===== config.mk =====
export PLATFORM = sky130hd
export DESIGN_NAME = alu_stimulus_sequencer
export DESIGN_NICKNAME = d
export VERILOG_FILES = /design/src/rtl/alu_stimulus_sequencer_pkg.sv /design/src/rtl/alu_stimulus_sequencer_settle_timer.sv /design/src/rtl/alu_stimulus_sequencer.sv
export SDC_FILE = /design/constraint.sdc
export NUM_CORES = 1
export LEC_CHECK = 0
export CAP_MARGIN = 0
export CORE_MARGIN = 2
export CORE_UTILIZATION = 65
export CTS_BUF_LIST = sky130_fd_sc_hd__clkbuf_4 sky130_fd_sc_hd__clkbuf_8
export DETAILED_ROUTE_END_ITERATION = 10
export DONT_BUFFER_PORTS = 1
export GPL_TIMING_DRIVEN = 0
export PLACE_DENSITY = 0.82
export SLEW_MARGIN = 10
export SYNTH_ARGS = -nofsm -noshare
export SYNTH_HDL_FRONTEND = slang
export SYNTH_SLANG_ARGS = --single-unit

===== constraint.sdc =====
create_clock -name clk -period 3.7 [get_ports clk]
set_clock_uncertainty 0.1 [all_clocks]
set_input_delay 0.37 -clock clk [delete_from_list [all_inputs] [get_ports clk]]
set_output_delay 0.37 -clock clk [all_outputs]
set_load 0.1 [all_outputs]

===== src/rtl/alu_stimulus_sequencer_pkg.sv =====
// Shared types, constants and golden model for the 1-bit ALU stimulus sequencer.
package alu_stimulus_sequencer_pkg;

  localparam int unsigned IDX_W   = 4;
  localparam int unsigned NUM_VEC = 16;
  localparam int unsigned RES_W   = 4;
  localparam int unsigned TABLE_W = NUM_VEC * RES_W;
  localparam int unsigned CNT_W   = 5;
  localparam int unsigned HOLD_W  = 8;

  typedef enum logic [1:0] {
    ST_IDLE      = 2'd0,
    ST_DRIVE     = 2'd1,
    ST_SAMPLE    = 2'd2,
    ST_WAIT_STEP = 2'd3
  } state_e;

  localparam logic [1:0] SEL_PASS = 2'b00;
  localparam logic [1:0] SEL_AND  = 2'b01;
  localparam logic [1:0] SEL_CMP  = 2'b10;
  localparam logic [1:0] SEL_OR   = 2'b11;

  // One ALU response, MSB first as it is stored in the result table.
  typedef struct packed {
    logic f1;
    logic f2;
    logic f3;
    logic f4;
  } alu_res_t;

  // Slot idx={S1,S0,A,B} holds {F1,F2,F3,F4}; slot 15 is the top nibble.
  localparam logic [TABLE_W-1:0] ALU_GOLDEN_TABLE = 64'hEDB7_16AD_8421_7654;

  function automatic alu_res_t alu_golden(input logic [1:0] sel, input logic a, input logic b);
    alu_res_t r;
    r = '0;
    case (sel)
      SEL_PASS: r = '{f1: 1'b0,    f2: 1'b1,    f3: a,        f4: b};
      SEL_AND:  r = '{f1: a & b,   f2: a & ~b,  f3: ~a & b,   f4: ~a & ~b};
      SEL_CMP:  r = '{f1: ~a,      f2: ~b,      f3: a ^ b,    f4: ~(a ^ b)};
      SEL_OR:   r = '{f1: a | b,   f2: a | ~b,  f3: ~a | b,   f4: ~a | ~b};
      default:  r = '0;
    endcase
    return r;
  endfunction

endpackage


===== src/rtl/alu_stimulus_sequencer_settle_timer.sv =====
// Loadable down-counter that measures how long a vector is held before sampling.
module alu_stimulus_sequencer_settle_timer #(
  parameter int unsigned W = 8
) (
  input  logic         clk,
  input  logic         rst_n,
  input  logic         load,
  input  logic [W-1:0] load_val,
  input  logic         en,
  output logic         expired_c
);

  logic [W-1:0] cnt_q;
  logic [W-1:0] cnt_d;

  // Load has priority; counting stops at zero.
  always_comb begin
    cnt_d = cnt_q;
    if (load) begin
      cnt_d = load_val;
    end else if (en && (cnt_q != '0)) begin
      cnt_d = cnt_q - W'(1);
    end
  end

  always_ff @(posedge clk or negedge rst_n) begin
    if (!rst_n) begin
      cnt_q <= '0;
    end else begin
      cnt_q <= cnt_d;
    end
  end

  assign expired_c = (cnt_q == '0);

endmodule


===== src/rtl/alu_stimulus_sequencer.sv =====
// Walks all 16 {S1,S0,A,B} vectors into a 1-bit ALU, records F1..F4 and counts
// disagreements with the golden model; optional single-step pacing.
module alu_stimulus_sequencer
  import alu_stimulus_sequencer_pkg::*;
#(
  parameter int unsigned HOLD_CYCLES = 1
) (
  input  logic               clk,
  input  logic               rst_n,
  input  logic               start,
  input  logic               step_mode,
  input  logic               step,
  output logic               A,
  output logic               B,
  output logic               S1,
  output logic               S0,
  input  logic               F1,
  input  logic               F2,
  input  logic               F3,
  input  logic               F4,
  output logic               busy,
  output logic               done,
  output logic [TABLE_W-1:0] result_table,
  output logic [CNT_W-1:0]   mismatch_cnt,
  output logic               mismatch
);

  localparam logic [HOLD_W-1:0] HOLD_RELOAD = HOLD_W'(HOLD_CYCLES - 1);
  localparam logic [IDX_W-1:0]  LAST_IDX    = IDX_W'(NUM_VEC - 1);
  localparam logic [CNT_W-1:0]  CNT_MAX     = CNT_W'(NUM_VEC);

  state_e             state_q, state_d;
  logic [IDX_W-1:0]   idx_q, idx_d;
  logic [TABLE_W-1:0] table_q, table_d;
  logic [CNT_W-1:0]   mcnt_q, mcnt_d;
  logic               busy_q, busy_d;
  logic               done_q, done_d;
  logic               step_mode_q, step_mode_d;

  logic               timer_load_c;
  logic               timer_en_c;
  logic               timer_expired_c;
  alu_res_t           sample_c;

  alu_stimulus_sequencer_settle_timer #(
    .W (HOLD_W)
  ) u_settle_timer (
    .clk       (clk),
    .rst_n     (rst_n),
    .load      (timer_load_c),
    .load_val  (HOLD_RELOAD),
    .en        (timer_en_c),
    .expired_c (timer_expired_c)
  );

  assign sample_c = {F1, F2, F3, F4};

  // Next-state and register updates; the stimulus is the vector index itself.
  always_comb begin
    state_d      = state_q;
    idx_d        = idx_q;
    table_d      = table_q;
    mcnt_d       = mcnt_q;
    busy_d       = busy_q;
    done_d       = done_q;
    step_mode_d  = step_mode_q;
    timer_load_c = 1'b0;
    timer_en_c   = 1'b0;

    case (state_q)
      ST_IDLE: begin
        if (start) begin
          state_d      = ST_DRIVE;
          idx_d        = '0;
          table_d      = '0;
          mcnt_d       = '0;
          done_d       = 1'b0;
          busy_d       = 1'b1;
          step_mode_d  = step_mode;
          timer_load_c = 1'b1;
        end
      end
      ST_DRIVE: begin
        if (timer_expired_c) begin
          state_d = ST_SAMPLE;
        end else begin
          timer_en_c = 1'b1;
        end
      end
      ST_SAMPLE: begin
        table_d[{idx_q, 2'b00} +: RES_W] = sample_c;
        if ((sample_c != alu_golden(idx_q[3:2], idx_q[1], idx_q[0])) && (mcnt_q != CNT_MAX)) begin
          mcnt_d = mcnt_q + CNT_W'(1);
        end
        if (idx_q == LAST_IDX) begin
          state_d = ST_IDLE;
          busy_d  = 1'b0;
          done_d  = 1'b1;
        end else begin
          idx_d        = idx_q + IDX_W'(1);
          timer_load_c = 1'b1;
          state_d      = step_mode_q ? ST_WAIT_STEP : ST_DRIVE;
        end
      end
      ST_WAIT_STEP: begin
        if (step) begin
          state_d = ST_DRIVE;
        end
      end
      default: begin
        state_d = ST_IDLE;
      end
    endcase
  end

  always_ff @(posedge clk or negedge rst_n) begin
    if (!rst_n) begin
      state_q     <= ST_IDLE;
      idx_q       <= '0;
      table_q     <= '0;
      mcnt_q      <= '0;
      busy_q      <= 1'b0;
      done_q      <= 1'b0;
      step_mode_q <= 1'b0;
    end else begin
      state_q     <= state_d;
      idx_q       <= idx_d;
      table_q     <= table_d;
      mcnt_q      <= mcnt_d;
      busy_q      <= busy_d;
      done_q      <= done_d;
      step_mode_q <= step_mode_d;
    end
  end

  assign {S1, S0, A, B} = idx_q;
  assign busy           = busy_q;
  assign done           = done_q;
  assign result_table   = table_q;
  assign mismatch_cnt   = mcnt_q;
  assign mismatch       = (mcnt_q != '0);

endmodule


==> metrics.txt, run 1 <==
largest net degree at the start of global routing=87; per-cell routed wire length=19.1 um; syn_area_per_cell=8.90 um2; Slew Viols, Final=0; Routed Wire Length=12,900 um; cell family contributing the most delay on the critical path=buffers and inverters; clk sinks=86; antenna violations before repair=0; final global-route overflow total=0; post-synth cell types=between 50 and 60; routability congestion estimate=0.956; crit path kind=reg -> reg; Hold Crit Class=in -> reg; Detail Route Antenna Nets=0; Post-Layout Cell Count=around 680; vias per std cell=6.56; slew of the pin with the lowest slew margin=roughly 1.2 ns; number of DRC markers after the initial detailed-route iteration=about 450; clock tree buffer depth=2; Post-Place Setup Slack=-0.0624 ns; Final Hold Vio Count=0; H-Tree Depth=3; initial cell density of the core=68.0%; Min Clock Period, post-route=~3.5 ns; headroom to the max-slew limit=22.5%; number of iterations in the first detailed-routing pass=5; Total Power Consumption=4580 uW; most repeated cell in the gate-level netlist after synthesis=nand2_1; crit share post-route=between 90% and 100%; setup violators final=0; via count=4,444; wire length of the first global-routing pass=20,900 um; standard cell with the maximum stage delay on the critical path=dfrtp_2; number of diodes=0; outcome=complete, no violations; unrepaired setup endpoints after global routing=false; clock latency of the later-clocked register in the worst-skew pair=0.36 ns; max capacitance violation total=0; area of the core region=approximately 0.0073 mm2; number of clock buffers inserted by TritonCTS=9; count of unresolved DRC violations after routing=0; most instantiated flip-flop cell in the synthesis netlist=dfrtp_1; crit end category=flip-flop; Area growth, synth to finish=8.36%; vertical die dimension=between 90 and 100 um; peak supply drop=0.000720 V; DIE WIDTH=91.6 um; slowest stage delay, CP=0.74 ns; number of storage elements in the synthesis netlist=86; # nets final=595; library cell used as clock root buffer=clkbuf_8; Leak Pwr=0.00231 uW; Post-CTS Setup Inserts=0; worst path buffer plus inverter count=4; minimum setup slack in the final design=0.227 ns; post-placement cell count=between 600 and 700; power density cells=848 mW/mm2; highest fanout seen on the critical path=10; net count of the mapped netlist=582; CTS clk-pin slew, worst paths=approximately 0.080 ns; proportion of netlist area held by the largest area contributor=between 40 and 50%; cell accounting for the most synthesized area=dfrtp_1; required time worst endpoint=around 3.8 ns; Post-Route Setup TNS=0 ns; area of the mapped netlist=0.00498 mm2; Critical Path Start Type=flip-flop; Max Fclk=approximately 290 MHz; Global Route Usage Sum=31.3%; sequential cell area fraction in the yosys report=43.2%; full die area=0.00838 mm2; EDFF count, synth=0; cells along the critical path=clkbuf_1 > inv_1 > ha_1 > clkbuf_1 > and2_1 > o21ai_1 > nor2b_1 > clkbuf_1 > nor2b_1 > a21oi_1 > o221ai_1; number of warnings issued by yosys=0; top cells by count, synth=nand2_1 (92), dfrtp_1 (86), a21oi_1 (50); cell types occupying the most area after synthesis=dfrtp_1 (43%), nand2_1 (6.9%), mux2i_1 (6.4%); data arrival time at the worst-slack endpoint=3.59 ns; post-synthesis async set-or-reset flop share=100%; number of standard cells after synthesis=560; TritonCTS clock tree=built; number of core rows=31; DPL Wire Length=8770 um; number of global-route vias before repair=roughly 4,100; most frequent cell on the critical path=clkbuf_1; number of primary I/O pins=85; Port Buffers=0; share of final-layout standard cells stronger than drive strength 1=6.06%
==> flip-flops by register name, indices dropped and copies added, names as in the netlist <==
signal / flops
done: 1
mismatch_cnt: 5
u_settle_timer.cnt_q: 8
busy: 1
result_table: 64
step_mode_q: 1
state_q: 2
idx_q: 4
==> layout make-up <==
| type | instances | area, um2 |
|---|---|---|
| Sequential cell | 86 | 2150 |
| Clock buffer | 12 | 146 |
| Inverter | 21 | 78.8 |
| Timing Repair Buffer | 2 | 37.5 |
| Fill cell | 534 | 1930 |
| Tap cell | 99 | 124 |
| Multi-Input combinational cell | 415 | 2610 |
| Clock inverter | 4 | 95.1 |
| Buffer | 38 | 156 |
==> logic make-up after synthesis <==
family / Yosys count / share of synthesized area (%)
AOI/OAI and AO/OA: 167 / 22.3
xor gates and xnor gates: 9 / 1.58
adders and majority gates: 13 / 3.26
buffers and inverters: 59 / 4.72
DFF: 86 / 43.2
muxes: 33 / 6.65
and+or+nand+nor: 193 / 18.3
==> power by group <==
group	total (uW)	internal, uW	switching [uW]
registers	2430	1080	1350
logic	1340	472	866
clock network	807	471	336
==> through the flow <==
stage / hold WS, ns / util [%] / area, um2
floorplan: -0.0256 / - / 4980
global placement: -0.0239 / 69.7 / 5110
detailed placement: -0.0239 / 69.7 / 5110
CTS: 0.0514 / 73.5 / 5390
global route: 0.0448 / 73.7 / 5400
finish: 0.0614 / 73.7 / 5400
==> metal layers <==
metal	global-route usage, %	up-vias	share of wire [%]
met4	11.5	0	2.2
met5	0	-	0
met2	51.8	194	50
met3	8.13	27	8.4
li1	-	2044	-
met1	39.4	2179	40
==> repair_timing <==
item                                    CTS  global route
endpoints found under the hold margin    86             0
endpoints found under the setup margin    4            27
hold buffers                              2             0
pin swaps                                 0             0
resized for setup                         1             3
==> final timing paths <==
kind | from | to | slack (ns) | cells past startpoint
max | idx_q[0]$_DFFE_PN0P_ | result_table[40]$_DFFE_PN0P_ | 0.23 | 11
min | step_mode | step_mode_q$_DFFE_PN0P_ | 0.06 | 1
max reg2reg | idx_q[0]$_DFFE_PN0P_ | result_table[40]$_DFFE_PN0P_ | 0.23 | 11
min reg2reg | step_mode_q$_DFFE_PN0P_ | step_mode_q$_DFFE_PN0P_ | 0.42 | 1
max in group asynchronous | rst_n | idx_q[0]$_DFFE_PN0P_ | 2.68 | 2
min in group asynchronous | rst_n | result_table[45]$_DFFE_PN0P_ | 0.49 | 2
==> placed cells by master (no fill, tap or decap), drive strengths merged, types with 6 or more instances in the layout <==
cell type and instances:
or3 6, o221ai 33, o2bb2ai 8, ha 13, buf 13, nor2 35, a21o 7, xnor2 8
and3 8, clkbuf 38, and2 6, nor2b 13, o21ai 31, dfrtp 86, o22ai 12, mux2i 32
nand2 92, a21oi 50, inv 21
Note: power is estimated with default switching activity, not from simulation.
==> run 2: changes to the inputs <==
CORE_UTILIZATION = 55   (was 65)
PLACE_DENSITY = 0.71   (was 0.82)
==> run 2 against run 1 <==
  * Worst setup slack better by 0.040 ns
  * Non-clock buffer count did not move
  * Combinational power about the same
  * Via count down 2.1%
  * Critical path depth unchanged
  * Final cell count is 1.3% higher
  * Register-to-register slack better by 0.04 ns
  * First-iteration DRC count is 23% lower
  * Wire length rose by 0.64%
  * Critical path type unchanged
  * Highest routed layer unchanged
==> metrics.txt, run 2 (synthesized netlist as in run 1, its figures left out) <==
outcome=complete, no violations (unchanged); required time worst endpoint=3.83 ns (was 3.82 ns); cell area after layout=0.00539 mm2 (was 0.00540 mm2); number of filler cells placed in the layout=774 (was 534); cell area reported after detailed placement=0.00512 mm2 (was 0.00511 mm2); Min Clock Period, post-route=3.43 ns (was 3.47 ns); Post-Place Setup Slack=-0.0400 ns (was -0.0624 ns); number of diodes=0 (unchanged); library cell used as clock root buffer=clkbuf_8 (unchanged); vertical die dimension=99.2 um (was 91.6 um); unrepaired setup endpoints after global routing=false (unchanged); DIE WIDTH=99.2 um (was 91.6 um); routability congestion estimate=0.925 (was 0.956); worst path buffer plus inverter count=4 (unchanged); final global-route overflow total=0 (unchanged); launch point of the worst path=idx_q[0]$_DFFE_PN0P_ (unchanged); standard cell with the maximum stage delay on the critical path=dfrtp_4 (was dfrtp_2); max capacitance violation total=0 (unchanged); count of unresolved DRC violations after routing=0 (unchanged); number of iterations in the first detailed-routing pass=5 (unchanged); setup violators final=0 (unchanged); worst reg2reg path startpoint=idx_q[0]$_DFFE_PN0P_ (unchanged); number of clock buffers inserted by TritonCTS=9 (unchanged); clock tree buffer depth=2 (unchanged); crit share post-route=92.8% (was 93.9%); Area growth, synth to finish=8.08% (was 8.36%); HP Start=step_mode (unchanged); data arrival time at the worst-slack endpoint=3.56 ns (was 3.59 ns); initial cell density of the core=56.9% (was 68.0%); share of final-layout standard cells stronger than drive strength 1=6.06% (unchanged); Max Fclk=291 MHz (was 288 MHz); most frequent cell on the critical path=clkbuf_1 (unchanged); peak supply drop=0.000851 V (was 0.000720 V); via count=4,351 (was 4,444); Finished Core Util=61.5% (was 73.7%); clk sinks=86 (unchanged); Port Buffers=0 (unchanged); slowest stage delay, CP=0.65 ns (was 0.74 ns); Leak Pwr=0.00229 uW (was 0.00231 uW); DPL Wire Length=8900 um (was 8770 um); Slew Viols, Final=0 (unchanged); final hold slack=0.0541 ns (was 0.0614 ns); largest net degree at the start of global routing=87 (unchanged); Routed Wire Length=13,000 um (was 12,900 um); Global Route Usage Sum=26.4% (was 31.3%); Hold Crit Class=in -> reg (unchanged); cells along the critical path=clkbuf_1 > inv_1 > ha_1 > clkbuf_1 > and2_1 > o21ai_1 > nor2b_1 > clkbuf_1 > nor2b_1 > a21oi_1 > o221ai_1 (unchanged); number of primary I/O pins=85 (unchanged); area of the core region=0.00876 mm2 (was 0.00733 mm2); area occupied by multi-input gates=0.00261 mm2 (unchanged); per-cell routed wire length=19.0 um (was 19.1 um); Final Hold Vio Count=0 (unchanged); crit path kind=reg -> reg (unchanged); setup slack of the worst register-to-register path=0.27 ns (was 0.23 ns); Critical Path Start Type=flip-flop (unchanged); vias per std cell=6.34 (was 6.56); commonest cells after routing, fill and taps aside=nand2_1 (92), dfrtp_1 (84), a21oi_1 (50) (unchanged); most common cell after layout, fill and taps aside=nand2_1 (unchanged); number of core rows=34 (was 31); Post-CTS Setup Inserts=0 (unchanged); H-Tree Depth=3 (unchanged); Detail Route Antenna Nets=0 (unchanged); # nets final=595 (unchanged); cell family contributing the most delay on the critical path=buffers and inverters (unchanged); number of global-route vias before repair=4,100 (was 4,108); flip-flop count of the largest register after layout=64 (unchanged); power density cells=832 mW/mm2 (was 848 mW/mm2); highest fanout seen on the critical path=10 (unchanged); headroom to the max-slew limit=24.9% (was 22.5%); antenna violations before repair=0 (unchanged); TritonCTS clock tree=built (unchanged); register area=0.00216 mm2 (was 0.00215 mm2); number of DRC markers after the initial detailed-route iteration=350 (was 454); clock latency of the later-clocked register in the worst-skew pair=0.36 ns (about the same); CTS clk-pin slew, worst paths=0.09 ns (was 0.08 ns); wire length of the first global-routing pass=20,900 um (about the same); minimum setup slack in the final design=0.267 ns (was 0.227 ns); slew of the pin with the lowest slew margin=1.13 ns (was 1.16 ns); full die area=0.00984 mm2 (was 0.00838 mm2); Total Power Consumption=4480 uW (was 4580 uW); crit end category=flip-flop (unchanged)
[run 2: cell count changes in the layout (fill, tap and decap cells not counted), sizes merged]
| cell | before | now |
|---|---|---|
| clkinvlp | 0 | 1 |
| bufinv | 3 | 1 |
| clkinv | 1 | 2 |
[run 2: timing repair]
action,CTS,global route
setup endpoints to repair,4,9
hold buffers,2,0
endpoints found under the hold margin,86,0
resized for setup,1,4
[run 2: final cells by class]
type                    instances  share of cell area (%)
repair buffers                  2                   0.697
clock buffers                  12                    2.95
multi-input cells             415                    48.4
inverters                      21                    1.46
clock inverters                 4                    1.02
flip-flops and latches         86                    40.0
plain buffers                  38                    2.90
well taps                     108                    2.51
[run 2: path summary, 6_finish.rpt]
check | depth (start not counted) | to
worst min-delay path | 1 | step_mode_q$_DFFE_PN0P_
worst max register to register | 11 | result_table[40]$_DFFE_PN0P_
min in group asynchronous | 2 | result_table[31]$_DFFE_PN0P_
worst min register to register | 1 | step_mode_q$_DFFE_PN0P_
worst max-delay path | 11 | result_table[40]$_DFFE_PN0P_
max in group asynchronous | 2 | idx_q[0]$_DFFE_PN0P_
[run 2: stage by stage]
step / setup TNS (ns) / std cells
finish: 0 / 686
global route: 0 / 686
CTS: 0 / 686
detailed placement: -0.118 / 668
global placement: -0.00244 / 668
floorplan: 0 / 560
[run 2: worst reg2reg max path: cells and delay by family (launching register included)]
kind / cells / cell delay [ns]
adder cells (fa/ha/maj): 1 / 0.27
buffers and inverters: 4 / 1.09
AND/OR/NAND/NOR: 3 / 0.49
AO/OA/AOI/OAI: 3 / 0.71
flip-flops: 1 / 0.65
[run 2: per-layer routing]
layer  global-route usage (%)  wire (um)  vias to the layer above
met1                     35.8       5540                     2094
met5                        0          0                        -
met2                     41.3       6100                      189
met4                     10.0        257                        0
met3                     6.39       1130                       23
li1                         -          -                     2045
[run 2: where the power goes]
group	switching, uW	internal [uW]
Clock	351	359
Combinational	863	474
Sequential	1350	1080
Total	2560	1920
==> run 3: changes to the inputs <==
clock period = 3.9 ns   (was 3.7 ns; I/O delays follow)
==> run 3 against run 2 <==
  * Sequential cell count unchanged
  * Register-to-register slack better by 0.03 ns
  * Sequential power down 5%
  * Count of clock-buffer cells in the layout unchanged
  * Fmax down 4.8%
  * Wire length down 0.31%
  * Sequential share of layout area about the same
  * Clock power down 5.6%
  * Global-route usage unchanged
==> metrics.txt, run 3 (synthesized netlist as in run 1, its figures left out) <==
outcome=complete, no violations (unchanged); routability congestion estimate=0.925 (unchanged); Max Fclk=277 MHz (was 291 MHz); largest net degree at the start of global routing=87 (unchanged); area of the core region=0.00876 mm2 (unchanged); per-cell routed wire length=18.9 um (was 19.0 um); # nets final=595 (unchanged); setup slack of the worst register-to-register path=0.30 ns (was 0.27 ns); most common cell after layout, fill and taps aside=nand2_1 (unchanged); vias per std cell=6.28 (was 6.34); required time worst endpoint=4.02 ns (was 3.83 ns); Post-CTS Setup Inserts=0 (unchanged); cell depth of the worst flop-to-flop path=8 (was 11); vertical die dimension=99.2 um (unchanged); max capacitance violation total=0 (unchanged); terminating pin of the worst hold path=step_mode_q$_DFFE_PN0P_ (unchanged); Port Buffers=0 (unchanged); power density cells=789 mW/mm2 (was 832 mW/mm2); data arrival time at the worst-slack endpoint=3.72 ns (was 3.56 ns); number of core rows=34 (unchanged); Hold Crit Class=in -> reg (unchanged); clock latency of the later-clocked register in the worst-skew pair=0.36 ns (about the same); slew of the pin with the lowest slew margin=1.13 ns (about the same); crit path kind=reg -> reg (unchanged); worst reg2reg path startpoint=idx_q[1]$_DFFE_PN0P_ (was idx_q[0]$_DFFE_PN0P_); slowest stage delay, CP=1.10 ns (was 0.65 ns); Global Route Usage Sum=26.4% (unchanged); peak supply drop=0.000810 V (was 0.000851 V); crit share post-route=92.4% (was 92.8%); full die area=0.00984 mm2 (unchanged); CTS clk-pin slew, worst paths=0.09 ns (about the same); commonest cells after routing, fill and taps aside=nand2_1 (92), dfrtp_1 (85), a21oi_1 (50) (was nand2_1 (92), dfrtp_1 (84), a21oi_1 (50)); setup violators final=0 (unchanged); Leak Pwr=0.00229 uW (about the same); antenna violations before repair=0 (unchanged); post-placement cell count=668 (unchanged); crit end category=flip-flop (unchanged); flip-flop count of the largest register after layout=64 (unchanged); count of unresolved DRC violations after routing=0 (unchanged); DPL Wire Length=8900 um (unchanged); highest fanout seen on the critical path=10 (unchanged); unrepaired setup endpoints after global routing=false (unchanged); Post-Route Setup TNS=0 ns (unchanged); Final Hold Vio Count=0 (unchanged); number of iterations in the first detailed-routing pass=6 (was 5); library cell used as clock root buffer=clkbuf_8 (unchanged); cells along the critical path=inv_1 > ha_1 > clkbuf_1 > nor3b_1 > o21ai_1 > nor3_1 > mux2i_1 > o221ai_1 (was clkbuf_1 > inv_1 > ha_1 > clkbuf_1 > and2_1 > o21ai_1 > nor2b_1 > clkbuf_1 > nor2b_1 > a21oi_1 > o221ai_1); Detail Route Antenna Nets=0 (unchanged); number of global-route vias before repair=4,100 (unchanged); Min Clock Period, post-route=3.60 ns (was 3.43 ns); clk sinks=86 (unchanged); capture instance of the worst register-to-register path=result_table[48]$_DFFE_PN0P_ (was result_table[40]$_DFFE_PN0P_); TritonCTS clock tree=built (unchanged); wire length of the first global-routing pass=20,900 um (unchanged); cell count of the worst hold path=1 (unchanged); number of clock buffers inserted by TritonCTS=9 (unchanged); headroom to the max-slew limit=24.7% (was 24.9%); Critical Path Start Type=flip-flop (unchanged); Slew Viols, Final=0 (unchanged); worst path buffer plus inverter count=2 (was 4); via count=4,307 (was 4,351); HP Start=step_mode (unchanged); clock tree buffer depth=2 (unchanged); DIE WIDTH=99.2 um (unchanged); cell family contributing the most delay on the critical path=flip-flops (was buffers and inverters); Routed Wire Length=13,000 um (about the same); H-Tree Depth=3 (unchanged); standard cell with the maximum stage delay on the critical path=dfrtp_1 (was dfrtp_4); initial cell density of the core=56.9% (unchanged); Post-Layout Cell Count=686 (unchanged); number of diodes=0 (unchanged); Area growth, synth to finish=7.78% (was 8.08%); share of final-layout standard cells stronger than drive strength 1=5.54% (was 6.06%); final global-route overflow total=0 (unchanged); number of primary I/O pins=85 (unchanged); number of DRC markers after the initial detailed-route iteration=326 (was 350)
==> run 3: changes by cell type in the layout (fill, tap and decap cells not counted) <==
cell	previous run	this run
nor3_2	1	0
dfrtp_4	1	0
dfrtp_1	84	85
nor4b_2	1	0
nor4b_1	4	5
nor3_1	2	3
==> run 3: worst max path at each step <==
stage                         start                            to  cells past startpoint
3_5_place_dp   idx_q[0]$_DFFE_PN0P_  result_table[48]$_DFFE_PN0P_                      9
6_report       idx_q[1]$_DFFE_PN0P_  result_table[48]$_DFFE_PN0P_                      8
3_3_place_gp   idx_q[0]$_DFFE_PN0P_  result_table[49]$_DFFE_PN0P_                      9
2_1_floorplan  idx_q[0]$_DFFE_PN0P_   mismatch_cnt[2]$_DFFE_PN0P_                     10
5_1_grt        idx_q[1]$_DFFE_PN0P_  result_table[48]$_DFFE_PN0P_                      8
4_1_cts        idx_q[0]$_DFFE_PN0P_  result_table[48]$_DFFE_PN0P_                      9
==> run 3: routing by layer <==
layer,GRT usage (%),wire [um],vias to the layer above,share of wire [%]
met4,10.0,201,0,1.5
met5,0,0,-,0
met2,41.3,6160,160,47
met1,35.8,5660,2082,44
met3,6.39,969,21,7.5
li1,-,-,2044,-
==> run 3: timing repair <==
item | CTS | global route
endpoints found under the setup margin | 0 | 24
hold buffers | 2 | 0
endpoints found under the hold margin | 86 | 0
gates resized for setup | 0 | 1
==> run 3: cell type report <==
class | count | area, um2
Tap cell | 108 | 135
Buffer | 38 | 156
Multi-Input combinational cell | 415 | 2600
Clock buffer | 12 | 159
Sequential cell | 86 | 2150
Timing Repair Buffer | 2 | 37.5
Clock inverter | 4 | 55.1
Inverter | 21 | 78.8
Fill cell | 772 | 3390
==> run 3: metrics by stage <==
step / utilization [%] / total power [uW] / hold slack [ns] / cell area (um2) / worst slack, ns
6_report: 61.3 / 4240 / 0.0726 / 5370 / 0.296
2_1_floorplan: - / 3210 / -0.00559 / 4980 / 0.664
3_5_place_dp: 58.4 / 3540 / -0.00373 / 5120 / 0.160
4_1_cts: 61.3 / 4240 / 0.0642 / 5370 / 0.131
5_1_grt: 61.3 / 4450 / 0.0675 / 5370 / 0.0958
3_3_place_gp: 58.4 / 3490 / -0.00371 / 5120 / 0.198
==> run 3: power breakdown <==
group	switching [uW]	internal, uW
logic	816	449
registers	1280	1020
clock network	330	341
total	2430	1810
